--- config.mk ---
export PLATFORM = sky130hd
export DESIGN_NAME = ppu_timing_ctrl
export DESIGN_NICKNAME = d
export VERILOG_FILES = /design/src/rtl/ppu_pkg.sv /design/src/rtl/ppu_dot_counter.sv /design/src/rtl/ppu_timing_ctrl.sv
export SDC_FILE = /design/constraint.sdc
export NUM_CORES = 1
export LEC_CHECK = 0
export ABC_CLOCK_PERIOD_IN_PS = 7750
export BUFFER_PORTS_ARGS = -buffer_cell sky130_fd_sc_hd__buf_4
export CAP_MARGIN = 20
export CORE_UTILIZATION = 30
export DETAILED_ROUTE_END_ITERATION = 7
export MAX_ROUTING_LAYER = met4
export PLACE_DENSITY = 0.5
export SLEW_MARGIN = 25
export SYNTH_ARGS = -nofsm -noshare
export SYNTH_HDL_FRONTEND = slang
export SYNTH_HIERARCHICAL = 1
export SYNTH_SLANG_ARGS = --single-unit
--- constraint.sdc ---
create_clock -name clk -period 7.75 [get_ports clk]
set_input_delay 1.55 -clock clk [delete_from_list [all_inputs] [get_ports clk]]
set_output_delay 1.55 -clock clk [all_outputs]
set_load 0.02 [all_outputs]
--- src/rtl/ppu_pkg.sv ---
// Shared raster geometry and dot/line constants for the PPU timing logic.
package ppu_pkg;

   localparam int unsigned CNT_W = 10;
   typedef logic [CNT_W-1:0] cnt_t;

   localparam cnt_t DOTS_PER_LINE   = 10'd341;
   localparam cnt_t LINES_PER_FRAME = 10'd262;
   localparam cnt_t VISIBLE_LINES   = 10'd240;
   localparam cnt_t VBLANK_LINE     = 10'd241;
   localparam cnt_t PRERENDER_LINE  = 10'd261;

   localparam cnt_t LAST_DOT  = DOTS_PER_LINE - 10'd1;
   localparam cnt_t LAST_LINE = LINES_PER_FRAME - 10'd1;
   localparam cnt_t SKIP_DOT  = LAST_DOT - 10'd1;

   localparam cnt_t FLAG_DOT        = 10'd1;
   localparam cnt_t HORI_INC_FIRST  = 10'd7;
   localparam cnt_t HORI_INC_LAST   = 10'd255;
   localparam cnt_t VERT_INC_DOT    = 10'd256;
   localparam cnt_t HORI_COPY_DOT   = 10'd257;
   localparam cnt_t VERT_COPY_FIRST = 10'd280;
   localparam cnt_t VERT_COPY_LAST  = 10'd304;
   localparam cnt_t PREFETCH_FIRST  = 10'd321;
   localparam cnt_t PREFETCH_LAST   = 10'd335;

   function automatic logic in_range(input cnt_t v, input cnt_t lo, input cnt_t hi);
      return (v >= lo) && (v <= hi);
   endfunction

endpackage

--- src/rtl/ppu_dot_counter.sv ---
// Dot/scanline raster counter with frame parity and the odd-frame short-line jump.
module ppu_dot_counter
   import ppu_pkg::*;
(
   input  logic             clk,
   input  logic             reset,
   input  logic             skip,
   output logic [CNT_W-1:0] x_idx,
   output logic [CNT_W-1:0] scanline,
   output logic             frame_odd
);

   cnt_t x_q, x_d;
   cnt_t line_q, line_d;
   logic odd_q, odd_d;

   always_comb begin
      x_d    = x_q + 10'd1;
      line_d = line_q;
      odd_d  = odd_q;
      if (skip) begin
         // Drop the last dot of the pre-render line and start the next frame.
         x_d    = '0;
         line_d = '0;
         odd_d  = ~odd_q;
      end else if (x_q == LAST_DOT) begin
         x_d = '0;
         if (line_q == LAST_LINE) begin
            line_d = '0;
            odd_d  = ~odd_q;
         end else begin
            line_d = line_q + 10'd1;
         end
      end
   end

   always_ff @(posedge clk or posedge reset) begin
      if (reset) begin
         x_q    <= '0;
         line_q <= '0;
         odd_q  <= 1'b0;
      end else begin
         x_q    <= x_d;
         line_q <= line_d;
         odd_q  <= odd_d;
      end
   end

   assign x_idx     = x_q;
   assign scanline  = line_q;
   assign frame_odd = odd_q;

endmodule

--- src/rtl/ppu_timing_ctrl.sv ---
// PPU master sequencer: raster counters, loopy v/t scroll strobes, vblank flag and NMI.
module ppu_timing_ctrl
   import ppu_pkg::*;
(
   input  logic             clk,
   input  logic             reset,
   input  logic             show_bg,
   input  logic             show_spr,
   input  logic             nmi_enable,
   input  logic             status_read,
   output logic [CNT_W-1:0] x_idx,
   output logic [CNT_W-1:0] scanline,
   output logic             vblank,
   output logic             nmi,
   output logic             rendering,
   output logic             frame_odd,
   output logic             inc_hori,
   output logic             inc_vert,
   output logic             copy_hori,
   output logic             copy_vert,
   output logic             clr_spr_flags
);

   logic enabled;
   logic prerender;
   logic skip;
   logic vblank_set, vblank_clr;
   logic vblank_q, vblank_d;
   logic nmi_q;

   assign enabled = show_bg | show_spr;
   // Enables are sampled live at dot 339, so a mid-line change still decides the skip.
   assign skip = prerender && (x_idx == SKIP_DOT) && frame_odd && enabled;

   ppu_dot_counter u_dot_counter (
      .clk       (clk),
      .reset     (reset),
      .skip      (skip),
      .x_idx     (x_idx),
      .scanline  (scanline),
      .frame_odd (frame_odd)
   );

   assign prerender = (scanline == PRERENDER_LINE);
   assign rendering = ((scanline < VISIBLE_LINES) || prerender) && enabled;

   assign inc_hori = rendering && (x_idx[2:0] == 3'd7) &&
                     (in_range(x_idx, HORI_INC_FIRST, HORI_INC_LAST) ||
                      in_range(x_idx, PREFETCH_FIRST, PREFETCH_LAST));
   assign inc_vert  = rendering && (x_idx == VERT_INC_DOT);
   assign copy_hori = rendering && (x_idx == HORI_COPY_DOT);
   assign copy_vert = rendering && prerender &&
                      in_range(x_idx, VERT_COPY_FIRST, VERT_COPY_LAST);
   assign clr_spr_flags = prerender && (x_idx == FLAG_DOT);

   assign vblank_set = (scanline == VBLANK_LINE) && (x_idx == FLAG_DOT);
   assign vblank_clr = clr_spr_flags || status_read;

   // A $2002 read coinciding with the set dot suppresses the flag for the frame.
   always_comb begin
      vblank_d = vblank_q;
      if (vblank_clr) begin
         vblank_d = 1'b0;
      end else if (vblank_set) begin
         vblank_d = 1'b1;
      end
   end

   always_ff @(posedge clk or posedge reset) begin
      if (reset) begin
         vblank_q <= 1'b0;
         nmi_q    <= 1'b0;
      end else begin
         vblank_q <= vblank_d;
         nmi_q    <= vblank_q & nmi_enable;
      end
   end

   assign vblank = vblank_q;
   assign nmi    = nmi_q;

endmodule
# [Yosys cells after proc, flatten, opt, wreduce, memory -nomap -nowiden]
# Index checks and enable logic that the tools add are counted.
[totals] elab_cells=57 in_bits=6 register_bits=23
[op_classes] n_eq_ne=8 addsub=2 magnitude_cmp=7 n_bitwise=3 mux=10 reduce_logical=22
[op_table] operator="equality test 10 x 9 -> 1 bit, second input constant" n=5
[op_table] operator="2-to-1 mux 10 bit" n=5
[op_table] operator="adder 10 x 1 -> 10 bit, second input constant" n=2
[op_table] operator="greater-or-equal comparator 10 x 9 -> 1 bit, second input constant" n=2
[op_table] operator="<= comparator 10 x 9 -> 1 bit, second input constant" n=2
[op_table] operator="logical AND 1 bit" n=15
[op_table] operator="equality test 10 x 1 -> 1 bit, second input constant" n=1
[op_table] operator="equality test 10 x 8 -> 1 bit, second input constant" n=1
[op_table] operator="greater-or-equal comparator 10 x 3 -> 1 bit, second input constant" n=1
[op_table] operator="<= comparator 10 x 8 -> 1 bit, second input constant" n=1
[op_table] operator="less-than comparator 10 x 8 -> 1 bit, second input constant" n=1
[op_table] operator="nonzero test 2 bit" n=3
[op_table] operator="2-to-1 mux 1 bit" n=5
[op_table] operator="equality test 3 bit, second input constant" n=1
[op_table] operator="logical OR 1 bit" n=3
[op_table] operator="AND reduction 2 bit" n=1
[op_table] operator="AND 1 bit" n=1
[op_table] operator="inverter 1 bit" n=1
[op_table] operator="bitwise OR 1 bit" n=1

# [Depth between registers and ports, before layout]
[depth] depth_word=6 depth_mapped=8

# [Hierarchy]
# Netlist, hierarchy kept.
[by_module_without_submodules] mod="ppu_dot_counter" area_each_um2=1147.4 cells_each=116 n_inst=1 seq_area_each_um2=525.5
[by_module_without_submodules] mod="ppu_timing_ctrl" area_each_um2=294.0 cells_each=42 n_inst=1 seq_area_each_um2=50.0

# [Least setup slack after synthesis]
# No wires, ideal clock.
[synth_path] kind="in2out" startpoint="in show_spr" endpoint="out copy_vert" path_slack_ps=3544 arrival_time_ps=2656 stages=3 n_path_buf=0 path_cell_list="nor2_1 or3b_1 nor4_1"
[synth_between] elab_chain_len=4
[synth_rtl] item="start: declaration" line="ppu_timing_ctrl.sv:8" source="input logic show_spr,"
[synth_rtl] item="bitwise OR 1 bit" line="ppu_timing_ctrl.sv:31" source="assign enabled = show_bg | show_spr;"
[synth_rtl] item="logical AND 1 bit" line="ppu_timing_ctrl.sv:45" source="assign rendering = ((scanline < VISIBLE_LINES) || prerender) && enabled;"
[synth_rtl] item="logical AND 1 bit (2 in series)" line="ppu_timing_ctrl.sv:52" source="assign copy_vert = rendering && prerender &&"
[synth_rtl] item="end: declaration" line="ppu_timing_ctrl.sv:20" source="output logic copy_vert,"
# No other way between the ends.

# [Final worst setup path]
# Same ends and word-level chain as after synthesis.

==> results by group <==
CTS
  • Clock tree sinks: 23
  • Hold_buf cts: 0
  • CTS max path bufs: 2
  • Setup Fix Bufs, Post-CTS: 0
  • Reg clk slew, reported paths: 0.09 ns
  • Post_cts resized: 0
  • H-tree levels: 1
  • CTS buffer count: 3
  • Clock Tree Root: clkbuf_8
  • CTS tree: built
  • Worst skew pair latency: 0.27 ns

Drt
  • Drt via density: 5.33
  • DRT Pass-1 Iters: 7
  • Max Used Layer: met4
  • Avg WL per Cell: 14.6 µm
  • Post-Route WL: 3590 µm
  • WL met3: 159 µm
  • Wl on met1: 1770 µm
  • Routed wl met2: 1640 µm
  • DRC viols: 3
  • ANT nets after route: 0
  • Initial DRC count: 98
  • Via count: 1311

Flow run
  • Max-Cap Viols: 0

Floorplan
  • I/O pins: 35
  • Die Y: 71.3 µm
  • Core area: 4470 µm²
  • Die area: 5090 µm²
  • Placement Rows: 24
  • Initial Util: 0.322
  • Die width: 71.3 µm

Outcome
  • Status: complete, but fails checks
  • Violated checks: DRC

Synth
  • Sequential area share after synthesis: 0.399
  • Syn Area/Cell: 9.12 µm²
  • Area leader, netlist: dfrtp_1
  • Post-synth EDFFs: 0
  • Synthesized cell area: 1440 µm²
  • Top FF cell, synth: dfrtp_1
  • Cell count after synthesis: 158
  • Area fraction of the dominant cell type after synthesis: 0.399
  • #FFs+latches synth: 23
  • Top post-synthesis cells by area: dfrtp_1, nor2_1, a21oi_1, nand2_1, xnor2_1
  • Ys Warns: 6
  • Mapped Nets: 168
  • Top post-synthesis cells by count: dfrtp_1, nor2_1, nand2_1
  • Most frequent cell after synthesis: dfrtp_1
  • Unique cell type count in the Yosys netlist: 41
  • Ys async rst share: 1.00

Place
  • Port Buf Inserts: 34
  • Final GP Congestion: 0.831
  • DP Area: 1750 µm²
  • Final HPWL DP: 2570 µm

Setup path
  • Reg2reg path depth: 7
  • Worst setup EP type: output port
  • Reg-to-Reg End: u_dot_counter/scanline[5]
  • Crit start category: primary input
  • CP max FO: 2
  • Path type of the worst setup path: primary input to output port
  • Critical path arrival: 2.60 ns
  • R2R Setup Slk: 4.84 ns
  • Critical Path RT: 6.20 ns
  • R2r startpoint: u_dot_counter/scanline[1]

STA
  • F_max: 0.241 GHz
  • Setup TNS: 0 ns
  • Fin. Hold Viols: 0
  • Rel. slew slack: 0.422
  • Worst Tran Pin Value: 0.867 ns
  • Max-slew violations: 0
  • Tmin final: 4.15 ns
  • Final worst-path cycle share: 0.536
  • # setup viols final: 0
  • Clock Skew: 0.00564 ns
  • RSZ-0062 raised after global routing: false

Layout
  • Share of cells above drive strength 1: 0.273
  • Synth-to-Final Area Change: 25.0%
  • Nets: 205
  • Ant diodes: 0
  • Fin area: 1800 µm²

Min path
  • Hold endpoint: u_dot_counter/frame_odd
  • Hold Startpoint: u_dot_counter/frame_odd
  • Class of the worst hold path: register to register
  • Hold depth: 1

GRT
  • GRT overflow: 0
  • Vias in the first global route: 1284
  • First-pass GRT wire length: 6250 µm
  • Initial antenna violation count: 0
  • GRT Total Usage: 0.157
  • Largest net degree at the start of global routing: 22

Power and ir drop
  • Worst VDD drop: 0.0000604 V
  • P_leak: 0.785 nW
  • Pwr dens: 113 nW/µm²
==> per-layer routing <==
layer / vias up / GRT usage
li1: 644 / -
met1: 629 / 0.221
met5: - / -
met3: 2 / 0.0239
met2: 36 / 0.240
met4: 0 / 0.0333
==> cells in the final DEF, fill, tap and decap left out, types with 2 or more instances in the layout <==
cell type  count
a31oi_1        2
o21ai_0        4
nand3_1        8
nand2_1       15
or4_1          5
nor4_1         3
nand4_1        4
dfrtp_1       23
nor4_2         2
nand2b_1       2
nor3_1         5
clkbuf_8       3
inv_1          9
ha_1           4
nor2_1        17
xnor2_1        6
or3_1          4
xor2_1         3
or3b_2         2
and2_1         2
buf_4         34
and3b_2        2
a21oi_1       12
nor2b_1        2
o31ai_1        4
==> power by group <==
part | leakage [nW] | switching, mW | internal [mW]
clock network | 0.0217 | 0.0418 | 0.0364
logic | 0.477 | 0.00296 | 0.00170
registers | 0.286 | 0.0000000000000000109 | 0.120
==> kinds of logic (layout without fill, tap and decap cells) <==
family,after synthesis,count (layout),share of synthesized area
xor+xnor,9,9,0.0547
fa+ha+maj,4,4,0.0347
buf+inv,11,47,0.0338
simple gates,86,86,0.361
flops,23,23,0.399
compound gates,25,25,0.116
==> layout make-up <==
type,count,area [µm²]
clock inverter,1,7.51
fill,464,2670
clock buffer,3,41.3
tap,52,65.1
timing repair buffer,34,255
sequential,23,576
multi-input combinational,124,823
inverter,9,33.8
==> critical path, stage by stage <==
cell and delay [ns]:
buf_4 0.07, nor2_1 0.05, or3b_1 0.42, nor4_1 0.30, buf_4 0.21
==> how the worst max path moves through the flow <==
stage                     startpoint        end  slack, ns  depth (start not counted)
after floorplan             show_spr  copy_vert       3.54                          3
after global placement      show_spr  copy_vert       3.60                          5
after detailed placement    show_spr  copy_vert       3.64                          5
after CTS                   show_spr  copy_vert       3.62                          5
after global routing        show_spr  copy_vert       3.51                          5
final                       show_spr  copy_vert       3.60                          5
==> per-stage QoR <==
stage                     std cells  hold WS (ns)  setup slack [ns]   util  total power, mW
after detailed placement        242         0.497              3.64  0.390            0.127
after global routing            246         0.522              3.51  0.403            0.214
after global placement          242         0.505              3.60  0.390            0.127
final                           246         0.502              3.60  0.403            0.203
after floorplan                 158         0.596              3.54      -            0.124
after CTS                       246         0.514              3.62  0.401            0.207
==> sequential cells by signal (all words and copies together) (netlist names) <==
signal / flops
u_dot_counter/scanline: 10
nmi: 1
u_dot_counter/x_idx: 10
u_dot_counter/frame_odd: 1
vblank: 1
(Power assumes the default switching activity.)
